[src/rtl/alu_pkg.sv]
// Shared EX-stage definitions: ALU control codes and the mul/div sequencer encodings.
// Imported by ALU control, the ALU and the muldiv sequencer.
package alu_pkg;

  localparam logic [2:0] ALU_AND = 3'b000;
  localparam logic [2:0] ALU_OR  = 3'b001;
  localparam logic [2:0] ALU_ADD = 3'b010;
  localparam logic [2:0] ALU_MUL = 3'b011;
  localparam logic [2:0] ALU_DIV = 3'b100;
  localparam logic [2:0] ALU_SUB = 3'b110;

  typedef enum logic [1:0] {
    IDLE    = 2'd0,
    MUL_RUN = 2'd1,
    DIV_RUN = 2'd2,
    DONE    = 2'd3
  } muldiv_state_e;

  typedef enum logic {
    MODE_MUL = 1'b0,
    MODE_DIV = 1'b1
  } muldiv_mode_e;

endpackage

[src/rtl/muldiv_datapath.sv]
// Iterative datapath: shift-add multiply step or restoring divide step per cycle.
// Holds the accumulator/remainder, the multiplier/quotient and the multiplicand/divisor.
module muldiv_datapath
  import alu_pkg::*;
#(
  parameter int WIDTH = 32
) (
  input  logic             clk,
  input  logic             rst,
  input  logic             load,
  input  logic             step,
  input  muldiv_mode_e     mode,
  input  logic [WIDTH-1:0] op_a,
  input  logic [WIDTH-1:0] op_b,
  output logic [WIDTH-1:0] hi_nxt,
  output logic [WIDTH-1:0] lo_nxt
);

  logic [WIDTH-1:0] acc;
  logic [WIDTH-1:0] lo;
  logic [WIDTH-1:0] opnd;

  logic [WIDTH:0] sum;
  logic [WIDTH:0] rem_sh;
  logic [WIDTH:0] diff;

  // rem_sh never exceeds 2*divisor-1, so diff's MSB is exactly the borrow of rem - divisor.
  always_comb begin
    sum    = {1'b0, acc} + {1'b0, (lo[0] ? opnd : '0)};
    rem_sh = {acc, lo[WIDTH-1]};
    diff   = rem_sh - {1'b0, opnd};
    hi_nxt = '0;
    lo_nxt = '0;
    if (mode == MODE_MUL) begin
      hi_nxt = sum[WIDTH:1];
      lo_nxt = {sum[0], lo[WIDTH-1:1]};
    end else begin
      hi_nxt = diff[WIDTH] ? rem_sh[WIDTH-1:0] : diff[WIDTH-1:0];
      lo_nxt = {lo[WIDTH-2:0], ~diff[WIDTH]};
    end
  end

  // NOTE: sequential state is assigned with <= only, so every register samples pre-edge values.
  always_ff @(posedge clk) begin
    if (rst) begin
      acc  <= '0;
      lo   <= '0;
      opnd <= '0;
    end else if (load) begin
      acc  <= '0;
      opnd <= (mode == MODE_MUL) ? op_a : op_b;
      lo   <= (mode == MODE_MUL) ? op_b : op_a;
    end else if (step) begin
      acc <= hi_nxt;
      lo  <= lo_nxt;
    end
  end

endmodule

[src/rtl/muldiv_sequencer.sv]
// Multi-cycle MUL/DIV controller beside the EX-stage ALU; stalls the pipe while iterating.
// Optional MULDIV_SIGNED_EN: two's-complement operands with sign fix-up on entry to DONE.
module muldiv_sequencer
  import alu_pkg::*;
#(
  parameter int WIDTH = 32
) (
  input  logic             clk,
  input  logic             rst,
  input  logic             start,
  input  logic [2:0]       alu_ctrl,
  input  logic [WIDTH-1:0] op_a,
  input  logic [WIDTH-1:0] op_b,
  input  logic             flush,
  output logic             stall,
  output logic             done,
  output logic [WIDTH-1:0] result_lo,
  output logic [WIDTH-1:0] result_hi,
  output logic             div_zero
);

  localparam int CNT_W = $clog2(WIDTH) + 1;

  muldiv_state_e     state, state_nxt;
  logic [CNT_W-1:0]  counter, cnt_nxt;
  logic              dp_load, dp_step;
  muldiv_mode_e      dp_mode;
  logic [WIDTH-1:0]  dp_hi_nxt, dp_lo_nxt;
  logic [WIDTH-1:0]  a_mag, b_mag;
  logic              launch_mul, launch_div;
  logic              res_load, dz_nxt;
  logic [WIDTH-1:0]  res_lo_nxt, res_hi_nxt;
  logic [2*WIDTH-1:0] prod;
  logic [WIDTH-1:0]  quo, rem;

`ifdef MULDIV_SIGNED_EN
  logic neg_q, neg_r;

  assign a_mag = op_a[WIDTH-1] ? -op_a : op_a;
  assign b_mag = op_b[WIDTH-1] ? -op_b : op_b;

  always_ff @(posedge clk) begin
    if (rst) begin
      neg_q <= 1'b0;
      neg_r <= 1'b0;
    end else if (dp_load) begin
      neg_q <= op_a[WIDTH-1] ^ op_b[WIDTH-1];
      neg_r <= op_a[WIDTH-1];
    end
  end
`else
  assign a_mag = op_a;
  assign b_mag = op_b;
`endif

  muldiv_datapath #(.WIDTH(WIDTH)) u_datapath (
    .clk    (clk),
    .rst    (rst),
    .load   (dp_load),
    .step   (dp_step),
    .mode   (dp_mode),
    .op_a   (a_mag),
    .op_b   (b_mag),
    .hi_nxt (dp_hi_nxt),
    .lo_nxt (dp_lo_nxt)
  );

  always_comb begin
    // NOTE: every signal driven here gets a default first, so no path can infer a latch.
    state_nxt  = state;
    cnt_nxt    = counter;
    dp_load    = 1'b0;
    dp_step    = 1'b0;
    dp_mode    = MODE_MUL;
    res_load   = 1'b0;
    res_lo_nxt = '0;
    res_hi_nxt = '0;
    dz_nxt     = 1'b0;
    stall      = 1'b0;
    done       = 1'b0;
    launch_mul = start && (alu_ctrl == ALU_MUL);
    launch_div = start && (alu_ctrl == ALU_DIV);

    prod = {dp_hi_nxt, dp_lo_nxt};
    quo  = dp_lo_nxt;
    rem  = dp_hi_nxt;
`ifdef MULDIV_SIGNED_EN
    if (neg_q) begin
      prod = -prod;
      quo  = -quo;
    end
    if (neg_r) rem = -rem;
`endif

    unique case (state)
      IDLE: begin
        if (launch_mul) begin
          stall     = 1'b1;
          dp_load   = 1'b1;
          state_nxt = MUL_RUN;
          cnt_nxt   = CNT_W'(WIDTH);
        end else if (launch_div) begin
          stall   = 1'b1;
          dp_mode = MODE_DIV;
          if (op_b == '0) begin
            state_nxt  = DONE;
            res_load   = 1'b1;
            res_lo_nxt = '1;
            res_hi_nxt = op_a;
            dz_nxt     = 1'b1;
          end else begin
            dp_load   = 1'b1;
            state_nxt = DIV_RUN;
            cnt_nxt   = CNT_W'(WIDTH);
          end
        end
      end
      MUL_RUN: begin
        stall   = 1'b1;
        dp_step = 1'b1;
        cnt_nxt = counter - CNT_W'(1);
        if (counter == CNT_W'(1)) begin
          state_nxt                = DONE;
          res_load                 = 1'b1;
          {res_hi_nxt, res_lo_nxt} = prod;
        end
      end
      DIV_RUN: begin
        stall   = 1'b1;
        dp_step = 1'b1;
        dp_mode = MODE_DIV;
        cnt_nxt = counter - CNT_W'(1);
        if (counter == CNT_W'(1)) begin
          state_nxt  = DONE;
          res_load   = 1'b1;
          res_lo_nxt = quo;
          res_hi_nxt = rem;
        end
      end
      DONE: begin
        done      = 1'b1;
        state_nxt = IDLE;
      end
      default: state_nxt = IDLE;
    endcase

    // Abort wins over launch, stepping and completion; stall from a run state holds this cycle.
    if (flush) begin
      state_nxt = IDLE;
      cnt_nxt   = '0;
      dp_load   = 1'b0;
      dp_step   = 1'b0;
      res_load  = 1'b0;
      done      = 1'b0;
      if (state == IDLE) stall = 1'b0;
    end
  end

  always_ff @(posedge clk) begin
    if (rst) begin
      state     <= IDLE;
      counter   <= '0;
      result_lo <= '0;
      result_hi <= '0;
      div_zero  <= 1'b0;
    end else begin
      state   <= state_nxt;
      counter <= cnt_nxt;
      if (res_load) begin
        result_lo <= res_lo_nxt;
        result_hi <= res_hi_nxt;
        div_zero  <= dz_nxt;
      end
    end
  end

endmodule

[config.mk]
export PLATFORM = sky130hd
export DESIGN_NAME = muldiv_sequencer
export DESIGN_NICKNAME = d
export VERILOG_FILES = /design/src/rtl/alu_pkg.sv /design/src/rtl/muldiv_datapath.sv /design/src/rtl/muldiv_sequencer.sv
export SDC_FILE = /design/constraint.sdc
export NUM_CORES = 1
export LEC_CHECK = 0
export ABC_AREA = 1
export CORE_ASPECT_RATIO = 1.25
export CORE_MARGIN = 5
export CORE_UTILIZATION = 25
export DETAILED_ROUTE_END_ITERATION = 7
export DONT_BUFFER_PORTS = 1
export PLACE_DENSITY = 0.4
export SLEW_MARGIN = 15
export SYNTH_ARGS = -nofsm -noshare
export SYNTH_HDL_FRONTEND = slang
export SYNTH_HIERARCHICAL = 1
export SYNTH_SLANG_ARGS = --single-unit
[constraint.sdc]
create_clock -name clk -period 2.75 [get_ports clk]
set_clock_uncertainty 0.15 [all_clocks]
set_input_delay 0.6875 -clock clk [delete_from_list [all_inputs] [get_ports clk]]
set_output_delay 0.6875 -clock clk [all_outputs]
set_load 0.03 [all_outputs]
**After elaboration in Yosys (flattened, before gate mapping)**

Index checks and enable logic that the tools add are counted.

- Bits in registers: 169
- Input port bits: 71
- Output and inout bits: 67
- Word-level logic and storage cells: 82

- Add/sub/neg operators: 3
- Equality and inequality tests: 9
- Multiplexer cells: 50
- Bitwise operators: 1
- Reductions and logical operators: 11

Operators with widths:

| kind | number |
|---|---|
| 2-to-1 mux 32 bit | 16 |
| case mux 32 bit (2 select lines) | 2 |
| adder 32 x 32 -> 33 bit | 1 |
| subtractor 33 x 32 -> 33 bit | 1 |
| zero test 32 bit | 1 |
| 2-to-1 mux 1 bit | 21 |
| 2-to-1 mux 6 bit | 3 |
| case mux 6 bit (2 select lines) | 1 |
| equality test 6 x 1 -> 1 bit, second input constant | 1 |
| 2-to-1 mux 2 bit | 3 |
| != test 3 bit, second input constant | 2 |
| case mux 1 bit (2 select lines) | 3 |
| case mux 2 bit (3 select lines) | 1 |
| OR reduction 2 bit | 3 |
| subtractor 6 x 1 -> 6 bit, second input constant | 1 |
| equality test 2 bit, second input constant | 2 |
| nonzero test 2 bit | 2 |
| equality test 3 x 2 -> 1 bit, second input constant | 1 |
| equality test 3 bit, second input constant | 1 |
| AND reduction 3 bit | 1 |
| equality test 2 x 1 -> 1 bit, second input constant | 1 |
| logical AND 1 bit | 2 |
| zero test 2 bit | 1 |
| != test 2 x 1 -> 1 bit, second input constant | 1 |
| other kinds (2) | 2 |

**Depth between registers and ports, before layout**

- Depth in word-level cells: 8
- Depth in mapped cells: 22
- Depth with buffers taken out: 22

**Hierarchy**

The synthesis kept the hierarchy.

Modules (own cells, without submodules):

| module | times used | cells an instance | area an instance (um^2) | seq. area each (um^2) |
|---|---|---|---|---|
| muldiv_datapath | 1 | 1899 | 10830.4 | 1921.8 |
| muldiv_sequencer | 1 | 630 | 3796.1 | 1461.4 |

**Worst setup path after synthesis**

Ideal clock, no wire load.

- Path kind: flip-flop to flip-flop
- From: register u_datapath.lo[0]
- To: register result_hi[28]
- Library setup time: 0.113 ns
- Data arrival time: 2.420 ns
- Data required time: 2.487 ns
- Path slack: 0.067 ns
- Stages on the path, launching flop included: 18
- Buffers on the path: 2
- Period minus slack after synthesis: 2.683 ns
- Path through: dfxtp_1 clkbuf_1 clkbuf_1 nand2_1 inv_1 ha_1 a21oi_1 nand2_1 a21boi_0 o21ai_0 nand2_1 nand3_1 nand3_1 nand2_1 nand2_1 o21ai_0 nor2_1 nor2_1

- Cells in the longest elaborated chain, start to end: 5

RTL lines:

| item | RTL line | RTL |
|---|---|---|
| from (decl) | muldiv_datapath.sv:20 | `logic [WIDTH-1:0] lo;` |
| from (signal assigned) | muldiv_datapath.sv:52 | `lo <= (mode == MODE_MUL) ? op_b : op_a;` |
| from (signal assigned) | muldiv_datapath.sv:55 | `lo <= lo_nxt;` |
| 2-to-1 mux 32 bit | muldiv_datapath.sv:29 | `sum = {1'b0, acc} + {1'b0, (lo[0] ? opnd : '0)};` |
| adder 32 x 32 -> 33 bit | muldiv_datapath.sv:29 |  |
| 2-to-1 mux 32 bit | muldiv_datapath.sv:34 | `if (mode == MODE_MUL) begin` |
| net dp_hi_nxt[28] | muldiv_sequencer.sv:28 | `logic [WIDTH-1:0] dp_hi_nxt, dp_lo_nxt;` |
| 2-to-1 mux 32 bit | muldiv_sequencer.sv:122, muldiv_sequencer.sv:133 |  |
| case mux 32 bit (2 select lines) | muldiv_sequencer.sv:95 | `unique case (state)` |
| to (signal assigned) | muldiv_sequencer.sv:171 | `result_hi <= res_hi_nxt;` |
| to (decl) | muldiv_sequencer.sv:18 | `output logic [WIDTH-1:0] result_hi,` |

The timed path passes the listed nets, and every way through them passes these cells.
A chain may end at the register's enable or synchronous reset.

**Final worst setup path**

- From: register u_datapath.lo[31]
- To: register result_hi[14]

- Cells in the longest elaborated chain, start to end: 5

RTL lines:

| item | RTL line | RTL |
|---|---|---|
| subtractor 33 x 32 -> 33 bit | muldiv_datapath.sv:31 | `diff = rem_sh - {1'b0, opnd};` |
| 2-to-1 mux 32 bit | muldiv_datapath.sv:38 | `hi_nxt = diff[WIDTH] ? rem_sh[WIDTH-1:0] : diff[WIDTH-1:0];` |
| 2-to-1 mux 32 bit | muldiv_datapath.sv:34 |  |
| net dp_hi_nxt[14] | muldiv_sequencer.sv:28 |  |
| 2-to-1 mux 32 bit | muldiv_sequencer.sv:122, muldiv_sequencer.sv:133 |  |
| case mux 32 bit (2 select lines) | muldiv_sequencer.sv:95 |  |

The timed path passes the listed nets, and every way through them passes these cells.

==> summary.txt <==
Final Hold Fails = 0
DRT Wirelength = 66,500 um
Layout Utilization = 35.9%
total number of vias = 16,700
area leader, netlist = dfxtp_1
Final WS setup = 0.0326 ns
initial antenna violation count = 1
Most used DFF post-synth = dfxtp_1
PortBufs = 0
Post-Syn Area = 0.0146 mm2
f_max = 368 MHz
Reg power frac = 28.5%
Final ANT Viol Nets = 0
warnings from Yosys = 6
synthesized net count = 2,671
setup total negative slack = 0 ns
hold crit path type = primary input to flop
Pwr Density = 431 mW/mm2
first-pass GRT wire length = 99,500 um
Hold Path Depth = 1
IO Count = 138
CP most frequent cell = nand2_2
status = completed
largest net degree at the start of global routing = 65
CP max stage delay = 0.35 ns
Layout area overhead = 42.9%
RePlAce Congestion = 0.881
starting density of the core = 25.1%
maximum VDD drop = 447 uV
Fillers = 6,444
number of global-route vias before repair = 16,500
Core ar. = 0.0582 mm2
CP arrival = 2.91 ns
Die X = 226 um
syn avg cell area = 5.78 um2
kind of critical path = flop to flop
NumNets Final = 3,074
critical path's slowest cell = dfxtp_2
post-synthesis compound-gate area fraction = 15.4%
TritonCTS clock tree = yes
Netlist cell types = 45
gr usage total = 20.4%
crit end category = flop
crit share post-route = 98.8%
Slew Viols, Final = 0
final hold slack = 0.184 ns
Post-synth EDFFs = 0
Reg clk slew, reported paths = 0.08 ns
part of the power in the clock network = 27.9%
asr flop ratio synth = 0%
Comb power frac = 43.5%
Critical Path RT = 2.95 ns
slew of the pin with the lowest slew margin = 0.721 ns
clock sinks = 169
post-synthesis xor/xnor area fraction = 1.44%
CTS Buf Count = 17
drt first pass iters = 5
Reg2Reg Depth = 23
Worst setup SP type = flop
Layout Cells excl Fill = 3,702
synth cell count leaders = nand2_1, inv_1, nor2_1
sw frac = 39.7%
vias per inst = 4.52
post-DP HPWL = 53,000 um
main combinational cell family by area after synthesis = simple AND/OR/NAND/NOR gates
grt ovf = 0
Avg WL per Cell = 18.0 um
net switching power = 0.00358 W
Tmin final = 2.72 ns
post-synthesis simple-gate area fraction = 37.9%
proportion of netlist area held by the largest area contributor = 23.1%
layout cells sized above 1 = 29.4%
crit-path cells = inv_4, ha_4, fa_2, inv_2, nand2_2, nand2_2, nand3_2, nand2_2, nand2_2, nand2_4, nand2_8, nand2_8, nand2_8, nand2_8, buf_12, buf_4, nand2_2, nand3_2, nand2_2, nand2_1, o21ai_1, nor2_1, nor2_1
Root Buffer = clkbuf_16
die area = 0.0635 mm2
relative slew slack = 51.9%
DP Worst Slack = -0.389 ns
Clk Latency, worst-skew pair = 0.46 ns
final setup vio count = 0
die height = 280 um
Max Cap Viol = 0
mux contribution to synthesized area = 0%
row count = 99
Pint = 0.00543 W
Seq cells post-synth = 169
Cells after Synth = 2,529
RSZ-0062 raised after global routing = true
# DRC = 0
initial detailed-routing violation count = 765
most area-consuming cells after synthesis = dfxtp_1, nand2_1, inv_1
maximum fanout along the worst path = 8
Max Root-Sink Buffers = 2
H-tree depth = 4
ANT cells = 0
Pleak = 11.1 nW
Adder-Cell Fraction of Synth Area = 6.18%
DP Cell Count = 3,637
sequential element share of the synthesized area = 23.1%
most common cell in the synthesized netlist = nand2_1
-- sequential cells by signal (all words and copies together) (netlist names) --
signal / flops
result_hi: 32
result_lo: 32
u_datapath/acc: 32
u_datapath/lo: 32
u_datapath/opnd: 32
counter: 6
state: 2
div_zero: 1
-- layout make-up --
cell class,count,area [um2],area share [%]
clock buffer,17,425,2.04
tap,757,947,4.53
inverter,460,1740,8.34
clock inverter,15,156,0.748
timing repair buffer,479,3930,18.8
multi-input combinational,1805,10300,49.2
sequential,169,3410,16.3
-- through the flow --
stage | power (W) | area [um2]
3_3_place_gp | 0.00585 | 18600
4_1_cts | 0.00887 | 19900
5_1_grt | 0.00953 | 20900
3_5_place_dp | 0.00586 | 18600
2_1_floorplan | 0.00456 | 14600
6_report | 0.00900 | 20900
-- worst paths after layout --
kind | startpoint | end | slack, ns
worst max-delay path | u_datapath/lo[31] | result_hi[14] | 0.03
worst min-delay path | rst | u_datapath/opnd[0] | 0.18
worst min register to register | state[0] | state[0] | 0.36
worst max register to register | u_datapath/lo[31] | result_hi[14] | 0.03
-- placed cells by master (no fill, tap or decap), types with 6 or more instances in the layout --
| cell | instances |
|---|---|
| a21o_1 | 6 |
| buf_4 | 442 |
| nor2_2 | 22 |
| o21ai_1 | 36 |
| nand3_2 | 53 |
| o21bai_1 | 6 |
| clkbuf_16 | 17 |
| o22ai_1 | 31 |
| o211ai_1 | 33 |
| ha_4 | 49 |
| nand2_1 | 727 |
| xnor2_1 | 14 |
| nand3b_1 | 7 |
| nand4_1 | 12 |
| nand2_2 | 87 |
| dfxtp_1 | 151 |
| xor2_1 | 8 |
| a21oi_2 | 27 |
| nand3_4 | 8 |
| o21ai_0 | 116 |
| inv_1 | 428 |
| buf_12 | 22 |
| nor2_1 | 251 |
| a21oi_1 | 133 |
| nand3_1 | 82 |
| buf_6 | 15 |
| o21ai_2 | 6 |
| nor2_4 | 10 |
| nand2_4 | 20 |
| inv_2 | 25 |
| ha_1 | 18 |
| dfxtp_2 | 16 |
-- what timing repair did --
item                                    4_1_cts  5_1_grt
cloned                                        3        0
gates resized for setup                     148      216
buffers inserted                             16       15
pin swaps                                    70       69
endpoints found under the setup margin       63       67
hold buffers                                  0        0
-- metal layers --
metal | up-vias | global-route usage [%] | wire (um)
li1 | 8668 | - | -
met4 | 0 | 5.48 | 1910
met1 | 7666 | 25.4 | 29000
met5 | - | 0 | 0
met2 | 315 | 36.2 | 32600
met3 | 81 | 3.53 | 2890
-- critical path, delay by kind of cell, from the launching register on --
family                     cells  cell delay (ns)
AOI/OAI and AO/OA              1             0.06
adders and majority gates      2             0.51
buffers and inverters          4             0.37
DFF                            1             0.35
and+or+nand+nor               16             1.16
-- power groups by stage --
| stage | combinational, W | clock [W] | sequential [W] |
|---|---|---|---|
| 2_1_floorplan | 0.00196 | 0 | 0.00260 |
| 3_3_place_gp | 0.00324 | 0 | 0.00261 |
| 3_5_place_dp | 0.00324 | 0 | 0.00261 |
| 4_1_cts | 0.00370 | 0.00261 | 0.00256 |
| 5_1_grt | 0.00425 | 0.00271 | 0.00258 |
| 6_report | 0.00392 | 0.00252 | 0.00257 |
-- kinds of logic (layout without fill, tap and decap cells) --
family                   after synthesis  after routing
AND/OR/NAND/NOR                     1300           1302
AO/OA/AOI/OAI                        408            408
XOR/XNOR                              24             24
flip-flops                           169            169
adder cells (fa/ha/maj)               71             71
buffers and inverters                557            971
No activity file was read; power rests on OpenSTA's default activity.
==> patch 1: new RTL, same settings <==
`WIDTH` is set to 32 in 2 places; all go to 16.
--- a/src/rtl/muldiv_datapath.sv
+++ b/src/rtl/muldiv_datapath.sv
@@ -5,3 +5,3 @@
 #(
-  parameter int WIDTH = 32
+  parameter int WIDTH = 16
 ) (
--- a/src/rtl/muldiv_sequencer.sv
+++ b/src/rtl/muldiv_sequencer.sv
@@ -5,3 +5,3 @@
 #(
-  parameter int WIDTH = 32
+  parameter int WIDTH = 16
 ) (
Ports: changed (resized op_a, op_b, result_hi and result_lo); port bits go from 138 to 74. No check against the original RTL was run, so the function may have changed too.
==> patch 1 against the unedited design <==
Final area down 61%; power is 53% lower; clock power down 53%; routed wire length fell by 61%; synthesized cell count shrank 52%; setup slack gained 0.12 ns; sequential cell count is 81 lower; area after synthesis down 52%; critical path type unchanged; critical endpoint is now result_hi[2].
==> patch 1: results (changes against the unedited design) <==
Outcome
  • Status: completed (unchanged)

Yosys
  • Compound-Gate Fraction of Synth Area: 14.1% (was 15.4%)
  • Synth top cells by count: nand2_1 (389), inv_1 (202), nor2_1 (115) (was nand2_1 (791), inv_1 (455), nor2_1 (278))
  • Xor-xnor portion of the synthesized cell area: 1.73% (was 1.44%)
  • Cells after synthesis: 1208 (was 2529)
  • Yosys cell types: 39 (was 45)
  • Top post-synthesis cells by area: dfxtp_1 (25%), nand2_1 (21%), inv_1 (11%), ha_1 (6.7%), nor2_1 (6.1%) (was dfxtp_1 (23%), nand2_1 (20%), inv_1 (12%), nor2_1 (7.1%), ha_1 (5.9%))
  • Synth async-reset ratio: 0% (unchanged)
  • Adder-cell share of the synthesized area: 7.27% (was 6.18%)
  • Seq/Total Area, Yosys: 24.9% (was 23.1%)
  • Synthesized net count: 1287 (was 2671)
  • Mux cell area share after synthesis: 0% (unchanged)

Timing
  • Clock period minus worst slack: 2.60 ns (was 2.72 ns)
  • Worst Hold Slack: 0.247 ns (was 0.184 ns)
  • Worst-margin pin slew: 0.652 ns (was 0.721 ns)

Final layout
  • Nets: 1310 (was 3074)
  • Share of cells above drive strength 1: 11.0% (was 29.4%)
  • Post-Layout Cell Count: 1590 (was 3702)

Power
  • Seq pwr share: 32.5% (was 28.5%)
  • Leakage power: 4.42 nW (was 11.1 nW)
  • P_seq: 1.37 mW (was 2.57 mW)
  • Comb pwr share: 39.7% (was 43.5%)

Clocking
  • Post-CTS Setup Inserts: 0 (was 16)
  • CTS resizes: 3 (was 148)
  • Clk_lat worst skew: 0.36 ns (was 0.46 ns)
  • Total CTS buffers: 9 (was 17)
  • Htree depth: 3 (was 4)

Placed design
  • GPL Wtd Cong: 0.838 (was 0.881)
  • Area post-placement: 7790 um2 (was 18600 um2)
  • Hpwl dp: 21100 um (was 53000 um)
  • IO buf count: 0 (unchanged)

Global routing
  • Largest net degree at the start of global routing: 56 (was 65)
  • First-pass GRT wire length: 40200 um (was 99500 um)
  • Number of global-route vias before repair: 7129 (was 16500)
  • Total global-route track usage: 16.3% (was 20.4%)
  • Initial antenna violation count: 0 (was 1)

Worst setup path
  • WP data arrival: 2.70 ns (was 2.91 ns)
  • Worst R2R Path Depth: 20 (was 23)
  • Reg-to-reg startpoint: u_datapath/lo[15] (was u_datapath/lo[31])
  • Worst Path Max Fanout: 5 (was 8)
  • Worst path max stage delay: 0.41 ns (was 0.35 ns)
  • RR Endpoint: result_hi[2] (was result_hi[14])

Route
  • Post-Route WL: 26200 um (was 66500 um)
  • DR vias/cell: 4.54 (was 4.52)
-- patch 1: changes by cell type after synthesis, moves of 17 or more --
| cell | delta |
|---|---|
| inv_1 | -253 |
| nand3_2 | -26 |
| nand2_2 | -31 |
| o21ai_0 | -95 |
| a21oi_1 | -77 |
| clkbuf_1 | -26 |
| nor2_1 | -163 |
| o211ai_1 | -17 |
| ha_1 | -31 |
| nand3_1 | -22 |
| nand2_1 | -402 |
| dfxtp_1 | -81 |
-- patch 1: cell type report --
class                           count  area [um2]
Sequential cell                    88        1760
Inverter                          207         779
Clock inverter                      3        18.8
Fill cell                        3162       20000
Timing Repair Buffer               58         557
Multi-Input combinational cell    867        4410
Clock buffer                       12         246
Tap cell                          355         444
-- patch 1: layer usage --
metal	vias up	part of all wire, %	track usage (%)
met4	0	2.6	5.67
li1	3807	-	-
met2	116	53	31.5
met5	-	0	0
met3	34	4.2	3.10
met1	3257	40	17.7
==> patch 2: new RTL, same flow settings <==
Without the edit above. Encoding of `muldiv_state_e`: now one-hot (4 bits for 4 states).
--- a/src/rtl/alu_pkg.sv
+++ b/src/rtl/alu_pkg.sv
@@ -11,7 +11,7 @@
 
-  typedef enum logic [1:0] {
-    IDLE    = 2'd0,
-    MUL_RUN = 2'd1,
-    DIV_RUN = 2'd2,
-    DONE    = 2'd3
+  typedef enum logic [3:0] {
+    IDLE    = 4'b0001,
+    MUL_RUN = 4'b0010,
+    DIV_RUN = 4'b0100,
+    DONE    = 4'b1000
   } muldiv_state_e;
Function: same outputs for any inputs over 4 cycles, from zero or initial values and one cycle with rst high; so few cycles prove little.
==> patch 2 against the unedited design <==
The flow now finishes with violations (negative setup slack); power is 13% lower; area after synthesis rose by 1.5%; sequential cell count rose by 2; hold slack worse by 0.040 ns; final area down 1.1%; setup slack got worse by 0.13 ns; maximum frequency fell by 4.5%; combinational power down 34%; routed wire length grew 5.0%; sequential share of layout area rose by 0.29 points; critical path depth did not move; critical endpoint is now result_hi[2].
==> patch 2: results (changes against the unedited design) <==
Final layout
  • Share of cells above drive strength 1: 28.3% (was 29.4%)
  • Nets: 2984 (was 3074)

Placed design
  • Hpwl dp: 56000 um (was 53000 um)
  • Post-Place Worst Slack: -0.501 ns (was -0.389 ns)
  • Area post-placement: 18200 um2 (was 18600 um2)

Timing
  • Setup ws final: -0.0941 ns (was 0.0326 ns)
  • Final setup violation count: 30 (was 0)
  • Worst-margin pin slew: 0.664 ns (was 0.721 ns)

Global routing
  • Met3 usage: 3.30% (was 3.53%)
  • Met1 Use GR: 23.8% (was 25.4%)
  • First-pass GRT wire length: 103000 um (was 99500 um)

Worst setup path
  • Worst Path Max Fanout: 4 (was 8)
  • WP data arrival: 3.05 ns (was 2.91 ns)
  • Slowest stage cell, crit path: fa_2 (was dfxtp_2)

Yosys
  • Synth top cells by count: nand2_1 (745), inv_1 (432), nor2_1 (266) (was nand2_1 (791), inv_1 (455), nor2_1 (278))
  • Synthesized net count: 2667 (was 2671)
  • Xor-xnor portion of the synthesized cell area: 1.24% (was 1.44%)
  • Seq/Total Area, Yosys: 23.1% (about the same)
  • Compound-Gate Fraction of Synth Area: 15.1% (was 15.4%)

Route
  • Initial DRC count: 979 (was 765)
  • WL per Instance: 19.3 um (was 18.0 um)
  • Via Count: 17000 (was 16700)

Clocking
  • Clock slew at reported path FFs: 0.10 ns (was 0.08 ns)

Outcome
  • Status: complete, but fails checks (was completed)
  • Failing checks: negative setup slack

Power
  • Internal power: 4.87 mW (was 5.43 mW)
-- patch 2: changes by cell type in the layout (fill, tap and decap cells not counted), sizes merged, moves of 2 or more --
| cell | change |
|---|---|
| buf | -79 |
| nand2 | -42 |
| nand3 | +38 |
| nand4 | +33 |
| inv | -20 |
| nor2 | -9 |
| o21ai | -8 |
| a21oi | +3 |
| ha | -3 |
| o211ai | +3 |
| xnor2 | -3 |
| clkinv | -2 |
| dfxtp | +2 |
-- patch 2: final timing paths --
path,startpoint,cells after the start,end
hold reg to reg,state[1],2,state[1]
setup / recovery,u_datapath/lo[31],23,result_hi[2]
setup reg to reg,u_datapath/lo[31],23,result_hi[2]
hold / removal,rst,1,div_zero
-- patch 2: power by group through the flow --
stage | registers (mW) | logic [mW] | clock network (mW)
2_1_floorplan | 2.59 | 1.29 | 0
3_3_place_gp | 2.60 | 1.95 | 0
3_5_place_dp | 2.60 | 1.95 | 0
4_1_cts | 2.54 | 2.41 | 2.77
5_1_grt | 2.55 | 2.78 | 2.85
6_report | 2.54 | 2.58 | 2.68
-- patch 2: area by class of cell --
cell class	count	area, um2
multi-input cells	1815	10600
repair buffers	400	3440
flip-flops and latches	171	3430
clock inverters	15	196
clock buffers	17	425
well taps	757	947
fillers	6442	37900
inverters	440	1650
-- patch 2: what timing repair did --
item,in CTS,in global routing
resized for setup,204,178
endpoints found under the setup margin,66,65
pin swaps,92,64
gates cloned,3,0
setup buffers,17,14
-- patch 2: through the flow --
step	total power [mW]	cells
after global placement	4.55	3552
after detailed placement	4.55	3552
after floorplan	3.88	2528
final	7.80	3615
after CTS	7.72	3602
after global routing	8.18	3615
